## src/rtl/serial_word_tx_if.sv

```systemverilog
// serial_word_tx_if: producer handshake and serial-output bundle for serial_word_tx
interface serial_word_tx_if #(parameter int WIDTH = 4);
  logic             in_valid;
  logic             in_ready;
  logic [WIDTH-1:0] in_data;
  logic             in_dir;
  logic             ser_bit;
  logic             ser_sr;
  logic             ser_sl;
  logic             word_done;
  logic             busy;
  modport master (
    output in_valid, in_data, in_dir,
    input  in_ready, ser_bit, ser_sr, ser_sl, word_done, busy
  );
  modport slave (
    input  in_valid, in_data, in_dir,
    output in_ready, ser_bit, ser_sr, ser_sl, word_done, busy
  );
endinterface

```

## src/rtl/serial_word_tx.sv

```systemverilog
// serial_word_tx: word-to-serial transmitter driving shift strobes of a downstream shift register
module serial_word_tx #(
  parameter int WIDTH = 4
) (
  input logic             clk,
  input logic             rst,
  serial_word_tx_if.slave bus
);
  localparam int CW = $clog2(WIDTH);
  typedef enum logic {IDLE, SHIFT} state_t;
  state_t           state_q, state_d;
  logic [WIDTH-1:0] sh_q, sh_d, hold_q, hold_d;
  logic             dir_q, dir_d, hdir_q, hdir_d, hfull_q, hfull_d;
  logic [CW-1:0]    cnt_q, cnt_d;
  logic             shifting, xfer, last;
  assign shifting      = state_q == SHIFT;
  assign last          = shifting && cnt_q == CW'(WIDTH - 1);
  assign xfer          = bus.in_valid && !hfull_q;
  assign bus.in_ready  = !hfull_q;
  assign bus.ser_bit   = shifting && (dir_q ? sh_q[WIDTH-1] : sh_q[0]);
  assign bus.ser_sr    = shifting && !dir_q;
  assign bus.ser_sl    = shifting && dir_q;
  assign bus.word_done = last;
  assign bus.busy      = shifting || hfull_q;
  // next state: load from producer or hold buffer, shift toward the emitted end, park extra word in hold
  always_comb begin
    state_d = state_q;
    sh_d    = sh_q;
    dir_d   = dir_q;
    cnt_d   = cnt_q;
    hold_d  = hold_q;
    hdir_d  = hdir_q;
    hfull_d = hfull_q;
    if (!shifting) begin
      if (xfer) begin
        sh_d    = bus.in_data;
        dir_d   = bus.in_dir;
        cnt_d   = '0;
        state_d = SHIFT;
      end
    end else begin
      sh_d  = dir_q ? sh_q << 1 : sh_q >> 1;
      cnt_d = cnt_q + CW'(1);
      if (last) begin
        cnt_d = '0;
        if (hfull_q) begin
          sh_d    = hold_q;
          dir_d   = hdir_q;
          hfull_d = 1'b0;
        end else if (xfer) begin
          sh_d  = bus.in_data;
          dir_d = bus.in_dir;
        end else begin
          state_d = IDLE;
        end
      end else if (xfer) begin
        hold_d  = bus.in_data;
        hdir_d  = bus.in_dir;
        hfull_d = 1'b1;
      end
    end
  end
  // state registers; reset aborts any word in flight and empties the hold buffer
  always_ff @(posedge clk) begin
    if (rst) begin
      state_q <= IDLE;
      sh_q    <= '0;
      dir_q   <= 1'b0;
      cnt_q   <= '0;
      hold_q  <= '0;
      hdir_q  <= 1'b0;
      hfull_q <= 1'b0;
    end else begin
      state_q <= state_d;
      sh_q    <= sh_d;
      dir_q   <= dir_d;
      cnt_q   <= cnt_d;
      hold_q  <= hold_d;
      hdir_q  <= hdir_d;
      hfull_q <= hfull_d;
    end
  end
endmodule

```

## src/flat_wrapper.sv

```systemverilog
// flat-port wrapper written by rule: the top's interface ports become plain ports
module serial_word_tx_flat 
#(
  parameter int WIDTH = 4
)
  (clk, rst, bus_in_valid, bus_in_data, bus_in_dir, bus_in_ready, bus_ser_bit, bus_ser_sr, bus_ser_sl, bus_word_done, bus_busy);
  serial_word_tx_if #(.WIDTH(WIDTH)) bus_i ();
  input logic clk;
  input logic rst;
  input wire logic [$bits(bus_i.in_valid)-1:0] bus_in_valid;
  input wire logic [$bits(bus_i.in_data)-1:0] bus_in_data;
  input wire logic [$bits(bus_i.in_dir)-1:0] bus_in_dir;
  output wire logic [$bits(bus_i.in_ready)-1:0] bus_in_ready;
  output wire logic [$bits(bus_i.ser_bit)-1:0] bus_ser_bit;
  output wire logic [$bits(bus_i.ser_sr)-1:0] bus_ser_sr;
  output wire logic [$bits(bus_i.ser_sl)-1:0] bus_ser_sl;
  output wire logic [$bits(bus_i.word_done)-1:0] bus_word_done;
  output wire logic [$bits(bus_i.busy)-1:0] bus_busy;
  assign bus_i.in_valid = bus_in_valid;
  assign bus_i.in_data = bus_in_data;
  assign bus_i.in_dir = bus_in_dir;
  assign bus_in_ready = bus_i.in_ready;
  assign bus_ser_bit = bus_i.ser_bit;
  assign bus_ser_sr = bus_i.ser_sr;
  assign bus_ser_sl = bus_i.ser_sl;
  assign bus_word_done = bus_i.word_done;
  assign bus_busy = bus_i.busy;
  serial_word_tx #(.WIDTH(WIDTH)) u_core (.clk(clk), .rst(rst), .bus(bus_i));
endmodule
```

## config.mk

```make
export PLATFORM = sky130hd
export DESIGN_NAME = serial_word_tx_flat
export DESIGN_NICKNAME = d
export VERILOG_FILES = /design/src/rtl/serial_word_tx_if.sv /design/src/rtl/serial_word_tx.sv /design/src/flat_wrapper.sv
export SDC_FILE = /design/constraint.sdc
export NUM_CORES = 1
export LEC_CHECK = 0
export CORE_UTILIZATION = 50
export CTS_CLUSTER_SIZE = 30
export DETAILED_ROUTE_END_ITERATION = 7
export PLACE_DENSITY_LB_ADDON = 0.05
export SLEW_MARGIN = 20
export SYNTH_ARGS = -nofsm -noshare
export SYNTH_HDL_FRONTEND = slang
export SYNTH_SLANG_ARGS = --single-unit
```

## constraint.sdc

```tcl
create_clock -name clk -period 3.4 [get_ports clk]
set_input_delay 0.34 -clock clk [delete_from_list [all_inputs] [get_ports clk]]
set_output_delay 0.34 -clock clk [all_outputs]
set_load 0.005 [all_outputs]
```

# Word-level counts from Yosys, hierarchy flattened
# Index checks and enable logic that the tools add are counted.
word_totals:
  output_inout_bits: 6
  in_bits: 8
  register_bits: 14
  word_cells: 43
classes:
  n_eq_ne: 2
  n_mux: 20
  n_reduce_logical: 12
  n_bitwise: 1
  n_addsub: 1
op_table:
  columns: ["operator", "n"]
  rows:
  - ["two-way mux 4 bit", 6]
  - ["two-way mux 1 bit", 11]
  - ["two-way mux 2 bit", 3]
  - ["logical AND 1 bit", 5]
  - ["nonzero test 2 bit", 2]
  - ["AND reduction 3 bit", 1]
  - ["adder 2 x 1 -> 2 bit (second input constant)", 1]
  - ["equality test 2 bit (second input constant)", 1]
  - ["logical NOT 1 bit", 2]
  - ["!= test 2 bit (second input constant)", 1]
  - ["AND reduction 2 bit", 1]
  - ["logical OR 1 bit", 1]
  - ["inverter 1 bit", 1]

# Logic depth before layout (Yosys ltp)
depth:
  ltp_word: 6
  ltp_mapped: 6
  depth_no_buf: 5

# Worst setup path before layout
# No wires, ideal clock.
synth_timing:
  kind: "reg-to-reg"
  start: "register u_core.cnt_q[0]"
  end: "register u_core.hdir_q"
  stages_incl_launch_ff: 6
  arrival_ns: 1.200
  n_path_buf: 0
  setup_ns: 0.128
  slack_ns: 2.072
  cell_sequence: "dfxtp_1 > ha_1 > nand2b_1 > nor2_2 > mux2i_1 > nor2_1"
synth_between:
  elab_chain_cells: 4
synth_lines:
  columns: ["item", "line", "text"]
  rows:
  - ["start, declared", "serial_word_tx.sv:14", "logic [CW-1:0] cnt_q, cnt_d;"]
  - ["start signal, assigned", "serial_word_tx.sv:77", "cnt_q <= cnt_d;"]
  - ["equality test 2 bit", "serial_word_tx.sv:17", "assign last = shifting && cnt_q == CW'(WIDTH - 1);"]
  - ["logical AND 1 bit", "serial_word_tx.sv:17", null]
  - ["inverter 1 bit (no source line)", null, null]
  - ["AND reduction 3 bit (no source line)", null, null]
  - ["end signal, assigned", "serial_word_tx.sv:79", "hdir_q <= hdir_d;"]
  - ["end, declared", "serial_word_tx.sv:13", "logic dir_q, dir_d, hdir_q, hdir_d, hfull_q, hfull_d;"]
# No other way between the ends.
# A chain may end at the register's enable or synchronous reset.

# Final worst setup path
layout_timing:
  start: "register u_core.state_q (netlist: u_core.shifting)"
  end: "output port bus_word_done"
layout_between:
  elab_chain_cells: 1
layout_lines:
  columns: ["item", "line", "text"]
  rows:
  - ["start, declared", "serial_word_tx.sv:11", "state_t state_q, state_d;"]
  - ["start signal, assigned", "serial_word_tx.sv:74", "state_q <= state_d;"]
  - ["logical AND 1 bit", "serial_word_tx.sv:17", null]
  - ["end, declared", "flat_wrapper.sv:17", "output wire logic [$bits(bus_i.word_done)-1:0] bus_word_done;"]
# No other way between the ends.

==> metrics <==
Vias 681; worst-path fanout max 15; endpoints failing setup 0; Root Buffer clkbuf_4; Worst Setup End Kind output port; Tcrit/Tclk final 0.6297; Via density 5.582; GR met1 Demand/Resource 0.2484; initial antenna violation count 0; RSZ-0062 raised after global routing no; Die Area 1713 um2; layer with the highest usage met2; die height 41.39 um; postcts setup bufs 0; Main synth FF type dfxtp_1; ys async rst share 0; relative slew slack 0.6643; gr usage total 0.2029; TritonCTS clock tree built; Layout Cells excl Fill 122; EDFF count, synth 0; boundary pin count 14; total negative slack 0 ns; FILL cells 123; GR Layer Usage met2 0.3438; yosys warns 0; number of antenna-violating nets in the routed design 0; syn nets 105; Remaining DRCs 0; first-pass GRT wire length about 2300 um; cts repair resizes 0; measured slew at the worst slew-check pin 0.5020 ns; CP bufs+invs 1; Hold Vio Cnt, Final 0; CP Cell Sequence and2_0 -> clkdlybuf4s50_1; CP max stage cell dfxtp_1; 1st-iter DRT viols 21; Max Fclk between 400 and 500 MHz; layout cell share with drive strength beyond 1 0.09346; CP startpoint kind flop; Final min period 2.141 ns; WL/cell roughly 12 um; grt ovf 0; Nets 117; status finished clean; mapped cell area 775.7 um2; GPL Wtd Cong 0.8369; largest net degree at the start of global routing 16; Routed WL roughly 1500 um; leakage 0.3442 nW; Worst Skew 0.007175 ns; chip width 41.39 um; hpwl dp 1141 um; VDD IR max between 0.3 and 0.4 mV; cells after synthesis 96; TritonRoute pass-1 iters 4; FP Rows 13; area grow syn2layout 18.71%; clk buf depth 2; Hold-fix buffers, CTS 0; clk_lat worst skew 0.27 ns; P per Cell Area 412.5 nW/um2; met3 GRT Util 0.07979; critical path class flop to output port; DP Cell Count between 100 and 150; Worst Path Arrival 1.80 ns; Min Hold Slack about 0.5 ns; Cell variety after synth 31; flops & latches, synth 14; H-tree levels 1; Max Cap Viol 0; initial core utilization 0.5678; core area 1366 um2; TritonCTS buffer count 3; Antenna Cells 0; CP max stage delay 0.63 ns; CP top delay family flip-flops; CTS clk-pin slew, worst paths 0.08 ns; vias in the first global route 541; Num Clock Sinks 14; Buffers on Ports 13; Syn Area/Cell 8.081 um2; fin util 0.6740; Final Max Slew Viols 0; Req. time, crit path 3.06 ns; Min-Delay Path Class flop to flop; sequential area share after synthesis 0.3613
## state kept, by name (all words and copies together), names as in the netlist
register         count
u_core.cnt_q         2
u_core.dir_q         1
u_core.hdir_q        1
u_core.hfull_q       1
u_core.hold_q        4
u_core.sh_q          4
u_core.shifting      1
## report_power, final
part           internal, mW  switching (mW)
sequential            0.176          0.0157
combinational        0.0397          0.0338
clock                0.0651          0.0497
total                 0.281          0.0992
## metrics by stage
| stage | instance area (um2) | worst slack (ns) | total power, mW |
|---|---|---|---|
| after global routing | 920.9 | 1.153 | 0.4022 |
| final | 920.9 | 1.259 | 0.3798 |
| after floorplan | 775.7 | 2.072 | 0.2435 |
| after detailed placement | 884.6 | 1.484 | 0.2683 |
| after CTS | 920.9 | 1.267 | 0.3843 |
| after global placement | 884.6 | 1.505 | 0.2677 |
## synth_stat cells (2+ instances only)
cell	count	area share
nor2_1	15	0.073
dfxtp_1	14	0.36
nand2_1	11	0.053
mux2i_1	9	0.12
o21ai_0	9	0.058
a21oi_1	4	0.026
inv_1	3	0.015
nor3_1	3	0.019
a211oi_1	2	0.019
a32oi_1	2	0.023
buf_4	2	0.019
nand3_1	2	0.013
or3_1	2	0.016
## layout by cell type, fill, tap and decap left out
| master | n |
|---|---|
| a31o_2 | 1 |
| nor2_1 | 15 |
| nand3_1 | 2 |
| a22o_1 | 1 |
| nor2_4 | 1 |
| a211oi_1 | 2 |
| nand2_1 | 11 |
| mux2_2 | 1 |
| ha_1 | 1 |
| clkdlybuf4s50_1 | 13 |
| and2_1 | 1 |
| o21ai_0 | 9 |
| a32oi_1 | 2 |
| nor3_1 | 3 |
| nand2b_4 | 1 |
| inv_1 | 3 |
| dfxtp_1 | 14 |
| or3_1 | 2 |
| inv_4 | 1 |
| and2_0 | 1 |
| clkbuf_4 | 3 |
| a22oi_1 | 1 |
| a21oi_1 | 4 |
| a311oi_1 | 1 |
| nor2_2 | 1 |
| o21bai_1 | 1 |
| nand2b_1 | 1 |
| mux2i_1 | 9 |
| clkbuf_8 | 1 |
## final timing paths
path / startpoint / endpoint / slack, ns / cells past startpoint
worst max-delay path: u_core.shifting / bus_word_done / 1.26 / 2
worst min-delay path: u_core.hold_q[3] / u_core.hold_q[3] / 0.50 / 2
worst max register to register: u_core.shifting / u_core.sh_q[1] / 1.84 / 4
worst min register to register: u_core.hold_q[3] / u_core.hold_q[3] / 0.50 / 2
## per-layer routing
metal	vias up	share of wire
li1	356	-
met4	0	0
met3	0	0.051
met5	-	0
met2	19	0.47
met1	306	0.48
## kinds of logic (layout without fill, tap and decap cells)
kind of cell,count (synthesis),after routing,synth area share
AO/OA/AOI/OAI,22,22,0.1790
flip-flops,14,14,0.3613
AND/OR/NAND/NOR,39,39,0.2387
adder cells (fa/ha/maj),1,1,0.01613
multiplexers,10,10,0.1306
buffers and inverters,10,21,0.07417
## cell type report
| type | instances | area, um2 | share of cell area |
|---|---|---|---|
| flip-flops and latches | 14 | 280.3 | 0.3043 |
| inverters | 4 | 17.52 | 0.01902 |
| well taps | 15 | 18.77 | 0.02038 |
| repair buffers | 13 | 130.1 | 0.1413 |
| clock buffers | 4 | 36.28 | 0.03940 |
| multi-input cells | 72 | 437.9 | 0.4755 |
## worst reg2reg max path, delay by kind of cell, from the launching register on
kind | cells | cell delay, ns
AOI/OAI and AO/OA | 2 | 0.39
DFF | 1 | 0.63
and+or+nand+nor | 2 | 0.41
No activity file was read; power rests on OpenSTA's default activity.
